**src/rtl/ct_f_spsram_access_ctrl_if.sv**
```systemverilog
// Bundle of the host request/response, fill control and SRAM pins used by the
// single-port SRAM access controller.
interface ct_f_spsram_access_ctrl_if #(
    parameter int ADDR_WIDTH = 12,
    parameter int DATA_WIDTH = 84
);
    logic                  req_vld;
    logic                  req_rdy;
    logic                  req_wr;
    logic [ADDR_WIDTH-1:0] req_addr;
    logic [DATA_WIDTH-1:0] req_wdata;
    logic [DATA_WIDTH-1:0] req_wmask;
    logic                  rsp_vld;
    logic [DATA_WIDTH-1:0] rsp_rdata;
    logic                  init_start;
    logic                  init_busy;
    logic                  init_done;
    logic [ADDR_WIDTH-1:0] A;
    logic                  CEN;
    logic                  GWEN;
    logic [DATA_WIDTH-1:0] WEN;
    logic [DATA_WIDTH-1:0] D;
    logic [DATA_WIDTH-1:0] Q;

    // Environment side: host plus the SRAM macro returning Q.
    modport master (
        output req_vld, req_wr, req_addr, req_wdata, req_wmask, init_start, Q,
        input  req_rdy, rsp_vld, rsp_rdata, init_busy, init_done, A, CEN, GWEN, WEN, D
    );

    // Controller side.
    modport slave (
        input  req_vld, req_wr, req_addr, req_wdata, req_wmask, init_start, Q,
        output req_rdy, rsp_vld, rsp_rdata, init_busy, init_done, A, CEN, GWEN, WEN, D
    );
endinterface

```
**src/rtl/ct_f_spsram_access_ctrl.sv**
```systemverilog
// Drives the active-low port of a single-port SRAM from a valid/ready request
// stream, returns read data after two cycles, and fills the array on demand.
module ct_f_spsram_access_ctrl #(
    parameter int                    ADDR_WIDTH = 12,
    parameter int                    DATA_WIDTH = 84,
    parameter int                    DEPTH      = 4096,
    parameter logic [DATA_WIDTH-1:0] INIT_VALUE = '0
) (
    input logic                    CLK,
    input logic                    RST,
    ct_f_spsram_access_ctrl_if.slave bus
);
    // One extra counter bit lets DEPTH == 2**ADDR_WIDTH finish without wrapping.
    localparam int                    CNT_W    = ADDR_WIDTH + 1;
    localparam logic [CNT_W-1:0]      LAST_IDX = CNT_W'(DEPTH - 1);
    localparam logic [DATA_WIDTH-1:0] ALL_ONES = '1;

    typedef enum logic {S_IDLE, S_INIT} state_t;

    state_t                state;
    logic [CNT_W-1:0]      fill_cnt;
    logic                  init_busy_r;
    logic                  init_done_r;
    logic                  accept;
    logic                  vld_p0;
    logic                  vld_p1;
    logic                  vld_p2;
    logic [DATA_WIDTH-1:0] rdata_p2;
    logic [ADDR_WIDTH-1:0] a_hold;
    logic [DATA_WIDTH-1:0] d_hold;
    logic                  cen_c;
    logic                  gwen_c;
    logic [DATA_WIDTH-1:0] wen_c;
    logic [ADDR_WIDTH-1:0] a_c;
    logic [DATA_WIDTH-1:0] d_c;

    assign bus.req_rdy = (state == S_IDLE) & ~bus.init_start & ~RST;
    assign accept      = bus.req_vld & bus.req_rdy;
    assign vld_p0      = accept & ~bus.req_wr;

    // Pins follow the accepted request in the same cycle; when idle, A and D
    // keep the last driven values so the macro inputs do not toggle.
    always_comb begin
        cen_c  = 1'b1;
        gwen_c = 1'b1;
        wen_c  = ALL_ONES;
        a_c    = a_hold;
        d_c    = d_hold;
        if (state == S_INIT) begin
            cen_c  = 1'b0;
            gwen_c = 1'b0;
            wen_c  = '0;
            a_c    = fill_cnt[ADDR_WIDTH-1:0];
            d_c    = INIT_VALUE;
        end else if (accept) begin
            cen_c  = 1'b0;
            gwen_c = ~bus.req_wr;
            wen_c  = bus.req_wr ? ~bus.req_wmask : ALL_ONES;
            a_c    = bus.req_addr;
            d_c    = bus.req_wdata;
        end
    end

    assign bus.CEN  = cen_c;
    assign bus.GWEN = gwen_c;
    assign bus.WEN  = wen_c;
    assign bus.A    = a_c;
    assign bus.D    = d_c;

    always_ff @(posedge CLK or posedge RST) begin
        if (RST) begin
            state       <= S_IDLE;
            fill_cnt    <= '0;
            init_busy_r <= 1'b0;
            init_done_r <= 1'b0;
        end else begin
            init_done_r <= 1'b0;
            case (state)
                S_IDLE: begin
                    if (bus.init_start) begin
                        state       <= S_INIT;
                        fill_cnt    <= '0;
                        init_busy_r <= 1'b1;
                    end
                end
                S_INIT: begin
                    if (fill_cnt == LAST_IDX) begin
                        state       <= S_IDLE;
                        fill_cnt    <= '0;
                        init_busy_r <= 1'b0;
                        init_done_r <= 1'b1;
                    end else begin
                        fill_cnt <= fill_cnt + CNT_W'(1);
                    end
                end
                default: state <= S_IDLE;
            endcase
        end
    end

    always_ff @(posedge CLK or posedge RST) begin
        if (RST) begin
            a_hold   <= '0;
            d_hold   <= '0;
            vld_p1   <= 1'b0;
            vld_p2   <= 1'b0;
            rdata_p2 <= '0;
        end else begin
            a_hold <= a_c;
            d_hold <= d_c;
            // p0 -> p1: read issued to the macro, Q arrives this next cycle
            vld_p1 <= vld_p0;
            // p1 -> p2: capture Q into the response register
            vld_p2 <= vld_p1;
            if (vld_p1) begin
                rdata_p2 <= bus.Q;
            end
        end
    end

    assign bus.rsp_vld   = vld_p2;
    assign bus.rsp_rdata = rdata_p2;
    assign bus.init_busy = init_busy_r;
    assign bus.init_done = init_done_r;
endmodule

```
**src/flat_wrapper.sv**
```systemverilog
// flat-port wrapper written by rule: the top's interface ports become plain ports
module ct_f_spsram_access_ctrl_flat 
#(
    parameter int                    ADDR_WIDTH = 12,
    parameter int                    DATA_WIDTH = 84,
    parameter int                    DEPTH      = 4096,
    parameter logic [DATA_WIDTH-1:0] INIT_VALUE = '0
)
  (CLK, RST, bus_req_vld, bus_req_wr, bus_req_addr, bus_req_wdata, bus_req_wmask, bus_init_start, bus_Q, bus_req_rdy, bus_rsp_vld, bus_rsp_rdata, bus_init_busy, bus_init_done, bus_A, bus_CEN, bus_GWEN, bus_WEN, bus_D);
  ct_f_spsram_access_ctrl_if #(.ADDR_WIDTH(ADDR_WIDTH), .DATA_WIDTH(DATA_WIDTH)) bus_i ();
  input logic CLK;
  input logic RST;
  input wire logic [$bits(bus_i.req_vld)-1:0] bus_req_vld;
  input wire logic [$bits(bus_i.req_wr)-1:0] bus_req_wr;
  input wire logic [$bits(bus_i.req_addr)-1:0] bus_req_addr;
  input wire logic [$bits(bus_i.req_wdata)-1:0] bus_req_wdata;
  input wire logic [$bits(bus_i.req_wmask)-1:0] bus_req_wmask;
  input wire logic [$bits(bus_i.init_start)-1:0] bus_init_start;
  input wire logic [$bits(bus_i.Q)-1:0] bus_Q;
  output wire logic [$bits(bus_i.req_rdy)-1:0] bus_req_rdy;
  output wire logic [$bits(bus_i.rsp_vld)-1:0] bus_rsp_vld;
  output wire logic [$bits(bus_i.rsp_rdata)-1:0] bus_rsp_rdata;
  output wire logic [$bits(bus_i.init_busy)-1:0] bus_init_busy;
  output wire logic [$bits(bus_i.init_done)-1:0] bus_init_done;
  output wire logic [$bits(bus_i.A)-1:0] bus_A;
  output wire logic [$bits(bus_i.CEN)-1:0] bus_CEN;
  output wire logic [$bits(bus_i.GWEN)-1:0] bus_GWEN;
  output wire logic [$bits(bus_i.WEN)-1:0] bus_WEN;
  output wire logic [$bits(bus_i.D)-1:0] bus_D;
  assign bus_i.req_vld = bus_req_vld;
  assign bus_i.req_wr = bus_req_wr;
  assign bus_i.req_addr = bus_req_addr;
  assign bus_i.req_wdata = bus_req_wdata;
  assign bus_i.req_wmask = bus_req_wmask;
  assign bus_i.init_start = bus_init_start;
  assign bus_i.Q = bus_Q;
  assign bus_req_rdy = bus_i.req_rdy;
  assign bus_rsp_vld = bus_i.rsp_vld;
  assign bus_rsp_rdata = bus_i.rsp_rdata;
  assign bus_init_busy = bus_i.init_busy;
  assign bus_init_done = bus_i.init_done;
  assign bus_A = bus_i.A;
  assign bus_CEN = bus_i.CEN;
  assign bus_GWEN = bus_i.GWEN;
  assign bus_WEN = bus_i.WEN;
  assign bus_D = bus_i.D;
  ct_f_spsram_access_ctrl #(.ADDR_WIDTH(ADDR_WIDTH), .DATA_WIDTH(DATA_WIDTH), .DEPTH(DEPTH), .INIT_VALUE(INIT_VALUE)) u_core (.CLK(CLK), .RST(RST), .bus(bus_i));
endmodule
```
**config.mk**
```make
export PLATFORM = sky130hd
export DESIGN_NAME = ct_f_spsram_access_ctrl_flat
export DESIGN_NICKNAME = d
export VERILOG_FILES = /design/src/rtl/ct_f_spsram_access_ctrl_if.sv /design/src/rtl/ct_f_spsram_access_ctrl.sv /design/src/flat_wrapper.sv
export SDC_FILE = /design/constraint.sdc
export NUM_CORES = 1
export LEC_CHECK = 0
export CORE_AREA = 3 3 206 208
export CTS_BUF_LIST = sky130_fd_sc_hd__clkbuf_16
export CTS_CLUSTER_SIZE = 16
export DETAILED_ROUTE_END_ITERATION = 16
export DIE_AREA = 0 0 209 211
export SLEW_MARGIN = 40
export SYNTH_ARGS = -nofsm -noshare
export SYNTH_HDL_FRONTEND = slang
export SYNTH_SLANG_ARGS = --single-unit
export TNS_END_PERCENT = 1
```
**constraint.sdc**
```tcl
create_clock -name CLK -period 7.21 [get_ports CLK]
set_clock_uncertainty 0.15 [all_clocks]
set_input_delay 0.721 -clock CLK [delete_from_list [all_inputs] [get_ports CLK]]
set_output_delay 0.721 -clock CLK [all_outputs]
set_load 0.1 [all_outputs]
```
# ---- Word level (Yosys, flattened, before mapping)
# Cells that the tools add are included.
dict set report word_totals {
  reg_bits 198
  inputBits 269
  out_inout_bits 270
  elab_cells 45
}
dict set report op_classes {
  add_sub_neg 1
  n_eq_ne 3
  mux 22
  bitwise_logic 9
  reduce_logical 1
}
# cell count
set op_table {}
lappend op_table {{84-bit two-way mux} 5}
lappend op_table {{84-bit inverter} 1}
lappend op_table {{13-bit two-way mux} 2}
lappend op_table {{13-bit one-hot mux with 2 select lines} 1}
lappend op_table {{12-bit two-way mux} 2}
lappend op_table {{13-bit by 1-bit adder with 13-bit output (second input constant)} 1}
lappend op_table {{13-bit by 12-bit equality test with 1-bit output (second input constant)} 1}
lappend op_table {{1-bit two-way mux} 10}
lappend op_table {{1-bit bitwise AND} 4}
lappend op_table {{2-bit != test (second input constant)} 2}
lappend op_table {{1-bit inverter} 4}
lappend op_table {{1-bit one-hot mux with 2 select lines} 2}
lappend op_table {{2-bit AND reduction} 1}

# ---- Logic depth before layout (Yosys ltp)
# Gate-level depths: netlist of the first run.
dict set report logic_depth {
  ltp_word 6
  depth_mapped 8
  mapped_depth_nobuf 5
}

# ---- Worst setup path after synthesis of the first run
# No wires, ideal clock.
dict set report synth_path {
  path_type {input -> output}
  startpoint {in RST}
  endpoint {out bus_A[0]}
  arrival_ns 4.306
  t_required_ns 6.339
  path_slack_ns 2.033
  path_stages 6
  n_path_buf 2
  path_cell_list {nor3_4 -> and2_1 -> buf_4 -> buf_4 -> mux2i_1 -> o21ai_0}
}
dict set report synth_between {
  elab_chain_cells 5
}
# element line
set synth_lines {}
lappend synth_lines {{from (decl)} flat_wrapper.sv:12} ;# input logic RST;
lappend synth_lines {{1-bit inverter} ct_f_spsram_access_ctrl.sv:37} ;# assign bus.req_rdy = (state == S_IDLE) & ~bus.init_start & ~RST;
lappend synth_lines {{1-bit bitwise AND} ct_f_spsram_access_ctrl.sv:37}
lappend synth_lines {{1-bit bitwise AND} ct_f_spsram_access_ctrl.sv:38} ;# assign accept = bus.req_vld & bus.req_rdy;
lappend synth_lines {{12-bit two-way mux} ct_f_spsram_access_ctrl.sv:55} ;# end else if (accept) begin
lappend synth_lines {{12-bit two-way mux} ct_f_spsram_access_ctrl.sv:49} ;# if (state == S_INIT) begin
lappend synth_lines {{to (decl)} flat_wrapper.sv:25} ;# output wire logic [$bits(bus_i.A)-1:0] bus_A;
# Every way passes these cells.

# ---- Worst setup path after layout of the first run
dict set report layout_path {
  startpoint {reg u_core.state}
  endpoint {out bus_WEN[47]}
}
dict set report layout_between {
  elab_chain_cells 6
}
# element line
set layout_lines {}
lappend layout_lines {{from (decl)} ct_f_spsram_access_ctrl.sv:20} ;# state_t state;
lappend layout_lines {{from (signal assigned)} ct_f_spsram_access_ctrl.sv:72} ;# state <= S_IDLE;
lappend layout_lines {{from (signal assigned)} ct_f_spsram_access_ctrl.sv:81} ;# state <= S_INIT;
lappend layout_lines {{from (signal assigned)} ct_f_spsram_access_ctrl.sv:88} ;# state <= S_IDLE;
lappend layout_lines {{1-bit inverter} ct_f_spsram_access_ctrl.sv:37}
lappend layout_lines {{1-bit bitwise AND (2 in a row)} ct_f_spsram_access_ctrl.sv:37}
lappend layout_lines {{1-bit bitwise AND} ct_f_spsram_access_ctrl.sv:38}
lappend layout_lines {{84-bit two-way mux} ct_f_spsram_access_ctrl.sv:55}
lappend layout_lines {{84-bit two-way mux *} ct_f_spsram_access_ctrl.sv:49}
lappend layout_lines {{to (decl)} flat_wrapper.sv:28} ;# output wire logic [$bits(bus_i.WEN)-1:0] bus_WEN;
# Mark *: on every way between the ends. The rest lies on a longest branch, timed or not.

==> results of run 1 <==
power by group:
| group | switching [mW] | leakage, nW | internal, mW |
|---|---|---|---|
| Combinational | 0.409 | 3.50 | 0.199 |
| Clock | 0.442 | 0.273 | 0.506 |
| Sequential | 0.0525 | 2.70 | 1.17 |
layer usage:
layer	GRT usage, %	vias up	routed length, um
li1	-	3713	-
met2	28.83	405	19840
met5	0	-	0
met1	18.63	3896	14200
met3	5.228	48	2842
met4	10.09	0	1522
worst paths after layout:
kind	start	to	cells after the start
hold reg to reg	u_core.bus.rsp_rdata[70]$_DFFE_PP0P_	u_core.bus.rsp_rdata[70]$_DFFE_PP0P_	1
hold / removal	u_core.bus.rsp_rdata[70]$_DFFE_PP0P_	u_core.bus.rsp_rdata[70]$_DFFE_PP0P_	1
setup reg to reg	u_core.state$_DFF_PP0_	u_core.a_hold[11]$_DFF_PP0_	5
setup / recovery	u_core.state$_DFF_PP0_	bus_WEN[47]	5
max in group asynchronous	RST	u_core.vld_p1$_DFF_PP0_	3
min in group asynchronous	RST	u_core.d_hold[19]$_DFF_PP0_	2
final cells by class:
class | count | area [um^2]
fill | 4221 | 27260
inverter | 4 | 22.52
timing repair buffer | 545 | 4109
sequential | 198 | 4962
clock buffer | 17 | 425.4
clock inverter | 14 | 137.6
multi-input combinational | 528 | 3126
tap | 532 | 665.6
antenna | 12 | 30.03
cell families (layout without fill, tap and decap cells):
group           count (synthesis)  after routing
fa+ha+maj                       1              1
buf+inv                        67            580
simple gates                  225            225
mux                            97             97
flops                         198            198
xor+xnor                        1              1
compound gates                204            204
other cells                     0             12
registers in the layout, indices dropped and copies added (netlist names):
register and flops:
u_core.state 1, u_core.fill_cnt 13, u_core.vld_p1 1, u_core.d_hold 84, u_core.bus.rsp_rdata 84, u_core.bus.rsp_vld 1
u_core.a_hold 12, u_core.bus.init_busy 1, u_core.bus.init_done 1
critical path, stage by stage, from the launching register on:
cell and delay [ns]:
dfrtp_4 0.77, nor3_4 0.42, and2_4 0.63, a21o_4 0.63, o21ai_0 0.30, buf_2 0.37
cells in the final DEF, fill, tap and decap left out, drive strengths merged, types with 3 or more instances in the layout:
| cell type | instances |
|---|---|
| a21o | 5 |
| a21oi | 84 |
| dfrtp | 198 |
| nor2 | 8 |
| nand3 | 7 |
| mux2 | 85 |
| nor4 | 5 |
| o21ai | 107 |
| nand4 | 3 |
| mux2i | 12 |
| clkbuf | 17 |
| buf | 277 |
| inv | 6 |
| clkinvlp | 3 |
| clkinv | 7 |
| nand2 | 191 |
| nor3 | 3 |
| diode | 12 |
| clkdlybuf4s50 | 268 |
stage by stage:
step                      std cells  setup slack (ns)  utilization, %  hold WS [ns]
after floorplan                 793            0.9417               -        0.2388
after global placement         1807             1.630           34.87        0.3380
after detailed placement       1807             2.685           31.62        0.3401
after CTS                      1838             2.599           33.00        0.3555
after global routing           1850             2.458           33.08        0.3710
final                          1850             2.664           33.08        0.3514
==> metrics.cfg, run 1 <==
[setup_path]
crit_required_ns=6.34
crit_fanout=85
r2r_slack_ns=4.31
worstPathArrival_ns=3.68
endpoint_kind=primary output
cp-start-kind=register
setup.worst_path.class=reg2out

[die]
initial_utilization_pct=20.49
fp.dieH_um=211
die_w_um=209
ios=539
die-area_mm2=0.04410
row_count=74
core-area_mm2=0.04074

[clock_tree]
cts_root_buf=clkbuf_16
numCtsBuffers=17
post_cts_buffers=0
cts_tree=done
worstSkewPairLatency_ns=0.46
cts_hold_buf=0
clockBufferDepth=2
post_cts_resized=0
clk_pin_slew_ns=0.07
clock_sinks=198
htreeDepth=4

[sta]
max_freq_mhz=220.0
setup_viol=0
rsz0062_at_grt=no
max_slew_margin_pct=42.74
final.setup.tns_ns=0
finalCritPeriodShare_pct=63.05
post-route-min-period_ns=4.546
finalMaxSlewViolations=0
max_slew.worst_pin.slew_ns=0.8589
hold_viol=0

[synth]
ys_ff_latch=198
yosys.cell_types.count=34
async_flop_share_pct=100.0
synth-xor-area-share_pct=0.1049
yosysTopAreaCellShare_pct=59.34
synthCells=793
yosysTopAreaCell=dfrtp_1
synth_adder_area_share_pct=0.1499
yosysWarningCount=0
synthMuxAreaShare_pct=12.90
avgSynthCellArea_um2=10.53
synth_compound_area_share_pct=12.86
synthFlopType=dfrtp_1
syn_nets=1063
synthTopCellsByCount=198 x dfrtp_1, 191 x nand2_1, 100 x o21ai_0
yosysSeqAreaShare_pct=59.34
synthSimpleGateAreaFrac_pct=11.07
yosysMostFrequentCell=dfrtp_1
synthesis.area_mm2=0.008349
synth_edf_count=0
synth_top_family_by_area=multiplexers
synth_area_leaders=dfrtp_1 59%, mux2_2 11%, nand2_1 8.6%

[placement]
dpl_cell_area_mm2=0.01288
numPortBuffers=538
hpwlAfterDp_um=29370
gp_congestion=0.8981

[power]
power_leakage_nw=6.476
finalPower_mw=2.776
vdd_drop_max_mv=0.1400
p_per_area_mw_per_mm2=206.0

[global_route]
grt_max_degree=86
grt_pass1_vias=8176
antenna_found_initial=16
overflow=0
groute.usage.overall_pct=16.92
grt_pass1_wl_um=54990

[final_layout]
syn2layout_area_growth_pct=61.43
fin_nets=1564
drive_gt1_share_pct=30.78
fin_area_mm2=0.01348

[route]
ant_nets=0
routed_wl_um=38410
drt-wirelength-per-cell_um=20.76
first_iter_violations=367
drt_drc_violations_left=0
viasPerCell=4.358
num_vias=8062
dr.pass1.iters=4

[status]
status=finished, final reports clean

[hold_path]
hp-class=reg2reg

[job]
cap_violations=0

No activity file was read; power rests on OpenSTA's default activity.
==> run 2: changes to the inputs <==
==> constraint.sdc (replaced) <==
create_clock -name CLK -period 4 [get_ports CLK]
set_clock_uncertainty 0.15 [all_clocks]
set_input_delay 0.4 -clock CLK [delete_from_list [all_inputs] [get_ports CLK]]
set_output_delay 0.4 -clock CLK [all_outputs]
set_load 0.1 [all_outputs]
==> run 2 against run 1 <==
  * Global-route usage increased by 0.21 points
  * Sequential share of layout area decreased by 6.3 points
  * Clock-buffer cell count unchanged
  * Clock power increased by 95%
  * Combinational power increased by 110%
  * Worst hold slack got worse by 0.16 ns
==> metrics.cfg, run 2 (synthesis results as in run 1) <==
[status]
status=finished, final reports clean

[setup_path]
crit_fanout=51  ; -40%
reg2reg_depth=5  ; unchanged
endpoint_kind=primary output
cp-start-kind=register
setup.worst_path.class=reg2out
reg2reg_to=u_core.a_hold[5]$_DFF_PP0_
r2r_slack_ns=1.43  ; -2.88 ns
critPathMaxStageDelay_ns=0.54  ; -0.23 ns
slowest_stage=dfrtp_4
reg2reg_from=u_core.state$_DFF_PP0_
cp_top_family=buffers and inverters
worstPathCellList=nor3_4 -> and2_4 -> buf_4 -> mux2i_1 -> o21ai_0 -> buf_12
crit_required_ns=3.45  ; -2.89 ns
worstPathArrival_ns=2.96  ; -0.72 ns
path_buf_inv=2  ; +1

[final_layout]
fill_cells=3923  ; -7.1%
fin_area_mm2=0.01625  ; +21%
layout_commonest_cell=clkdlybuf4s50_1
fin_nets=1579  ; +0.96%
syn2layout_area_growth_pct=94.65
seq_area_mm2=0.004962  ; unchanged
layout_common_cells=268 x clkdlybuf4s50_1, 196 x dfrtp_1, 190 x nand2_1, 173 x buf_12, 100 x o21ai_0
drive_gt1_share_pct=31.85  ; +1.1 points
multiInputGateArea_mm2=0.003119  ; -0.20%

[route]
first_iter_violations=346  ; -5.7%
ant_nets=0  ; unchanged
routed_wl_um=38580  ; +0.45%
drt_drc_violations_left=0  ; unchanged
num_vias=8082  ; +0.25%
dr.pass1.iters=5  ; +1
drt-wirelength-per-cell_um=20.75  ; about the same
viasPerCell=4.347  ; -0.24%

[global_route]
grt_max_degree=93  ; +8.1%
antenna_found_initial=6  ; -10
grt_pass1_wl_um=56360  ; +2.5%
grt_pass1_vias=8656  ; +5.9%
overflow=0  ; unchanged
groute.usage.overall_pct=17.13  ; +0.21 points

[sta]
rsz0062_at_grt=no
max_slew.worst_pin.slew_ns=0.7716  ; -0.08723 ns
hold_viol=0  ; unchanged
finalCritPeriodShare_pct=87.80
max_freq_mhz=284.7
finalMaxSlewViolations=0  ; unchanged
max_slew_margin_pct=48.38  ; +5.6 points
post-route-min-period_ns=3.512
setup_viol=0  ; unchanged

[hold_path]
hp-class=in2async

[clock_tree]
clockBufferDepth=2  ; unchanged
cts_root_buf=clkbuf_16
htreeDepth=4  ; unchanged
worstSkewPairLatency_ns=0.46  ; about the same
cts_tree=done
post_cts_buffers=0  ; unchanged
numCtsBuffers=17  ; unchanged
post_cts_resized=0  ; unchanged
clock_sinks=198  ; unchanged
clk_pin_slew_ns=0.08  ; about the same
cts_hold_buf=0  ; unchanged

[power]
seq_power_share_pct=41.5  ; -2.5 points
power.share.clock_pct=34.9  ; +0.8 points
finalPower_mw=5.308  ; +91%
p_int_mw=3.594  ; +92%
netSwitchingFraction_pct=32.29  ; -0.23 points
power_leakage_nw=7.037  ; +8.7%
vdd_drop_max_mv=0.2680  ; +91%
p_per_area_mw_per_mm2=326.6  ; +59%
p_comb_share_pct=23.6  ; +1.7 points
power_switching_mw=1.714  ; +90%

[die]
core-area_mm2=0.04074  ; unchanged
ios=539  ; unchanged
initial_utilization_pct=20.49  ; unchanged
die-area_mm2=0.04410  ; unchanged
fp.dieH_um=211  ; unchanged
die_w_um=209  ; unchanged
row_count=74  ; unchanged

[job]
cap_violations=0  ; unchanged

[placement]
numPortBuffers=538  ; unchanged
gp_congestion=0.8992  ; +0.12%
dpl_cell_area_mm2=0.01562  ; +21%
hpwlAfterDp_um=30600  ; +4.2%

run 2: worst max-delay path by stage:
stage                      startpoint       end  slack [ns]  cells after the start
2_1_floorplan  u_core.state$_DFF_PP0_  bus_A[0]       -0.65                      7
3_3_place_gp                      RST  bus_A[2]        0.71                      7
3_5_place_dp                      RST  bus_A[3]        0.55                      7
4_1_cts        u_core.state$_DFF_PP0_  bus_A[3]        0.46                      6
5_1_grt        u_core.state$_DFF_PP0_  bus_A[3]        0.31                      6
6_report       u_core.state$_DFF_PP0_  bus_A[5]        0.49                      6
run 2: layout make-up:
type                    count  share of cell area [%]
well taps                 532                   4.096
clock inverters            15                   1.186
inverters                   4                  0.1155
repair buffers            560                   42.18
clock buffers              17                   2.618
diodes                      5                 0.07699
multi-input cells         528                   19.19
flip-flops and latches    198                   30.53
run 2: routing by layer:
metal	part of all wire, %	GRT usage [%]
met1	35	17.28
met2	52	30.72
met3	9.4	7.515
met4	3.6	7.552
met5	0.047	0
run 2: per-stage QoR:
step	TNS, ns	utilization (%)	hold WS (ns)	setup slack (ns)	instances
after floorplan	-21.06	-	0.2388	-0.6529	793
after global placement	0	39.21	0.3370	0.7130	1820
after detailed placement	0	38.34	0.3399	0.5520	1822
after CTS	0	39.86	0.1469	0.4603	1854
after global routing	0	39.89	0.1640	0.3147	1859
final	0	39.89	0.1893	0.4880	1859
run 2: power by group through the flow:
stage | Clock (mW) | Combinational [mW] | Sequential [mW]
2_1_floorplan | 0 | 0.471 | 2.44
3_3_place_gp | 0 | 1.28 | 2.24
3_5_place_dp | 0 | 1.27 | 2.24
4_1_cts | 1.91 | 1.27 | 2.20
5_1_grt | 1.99 | 1.32 | 2.22
6_report | 1.85 | 1.25 | 2.20
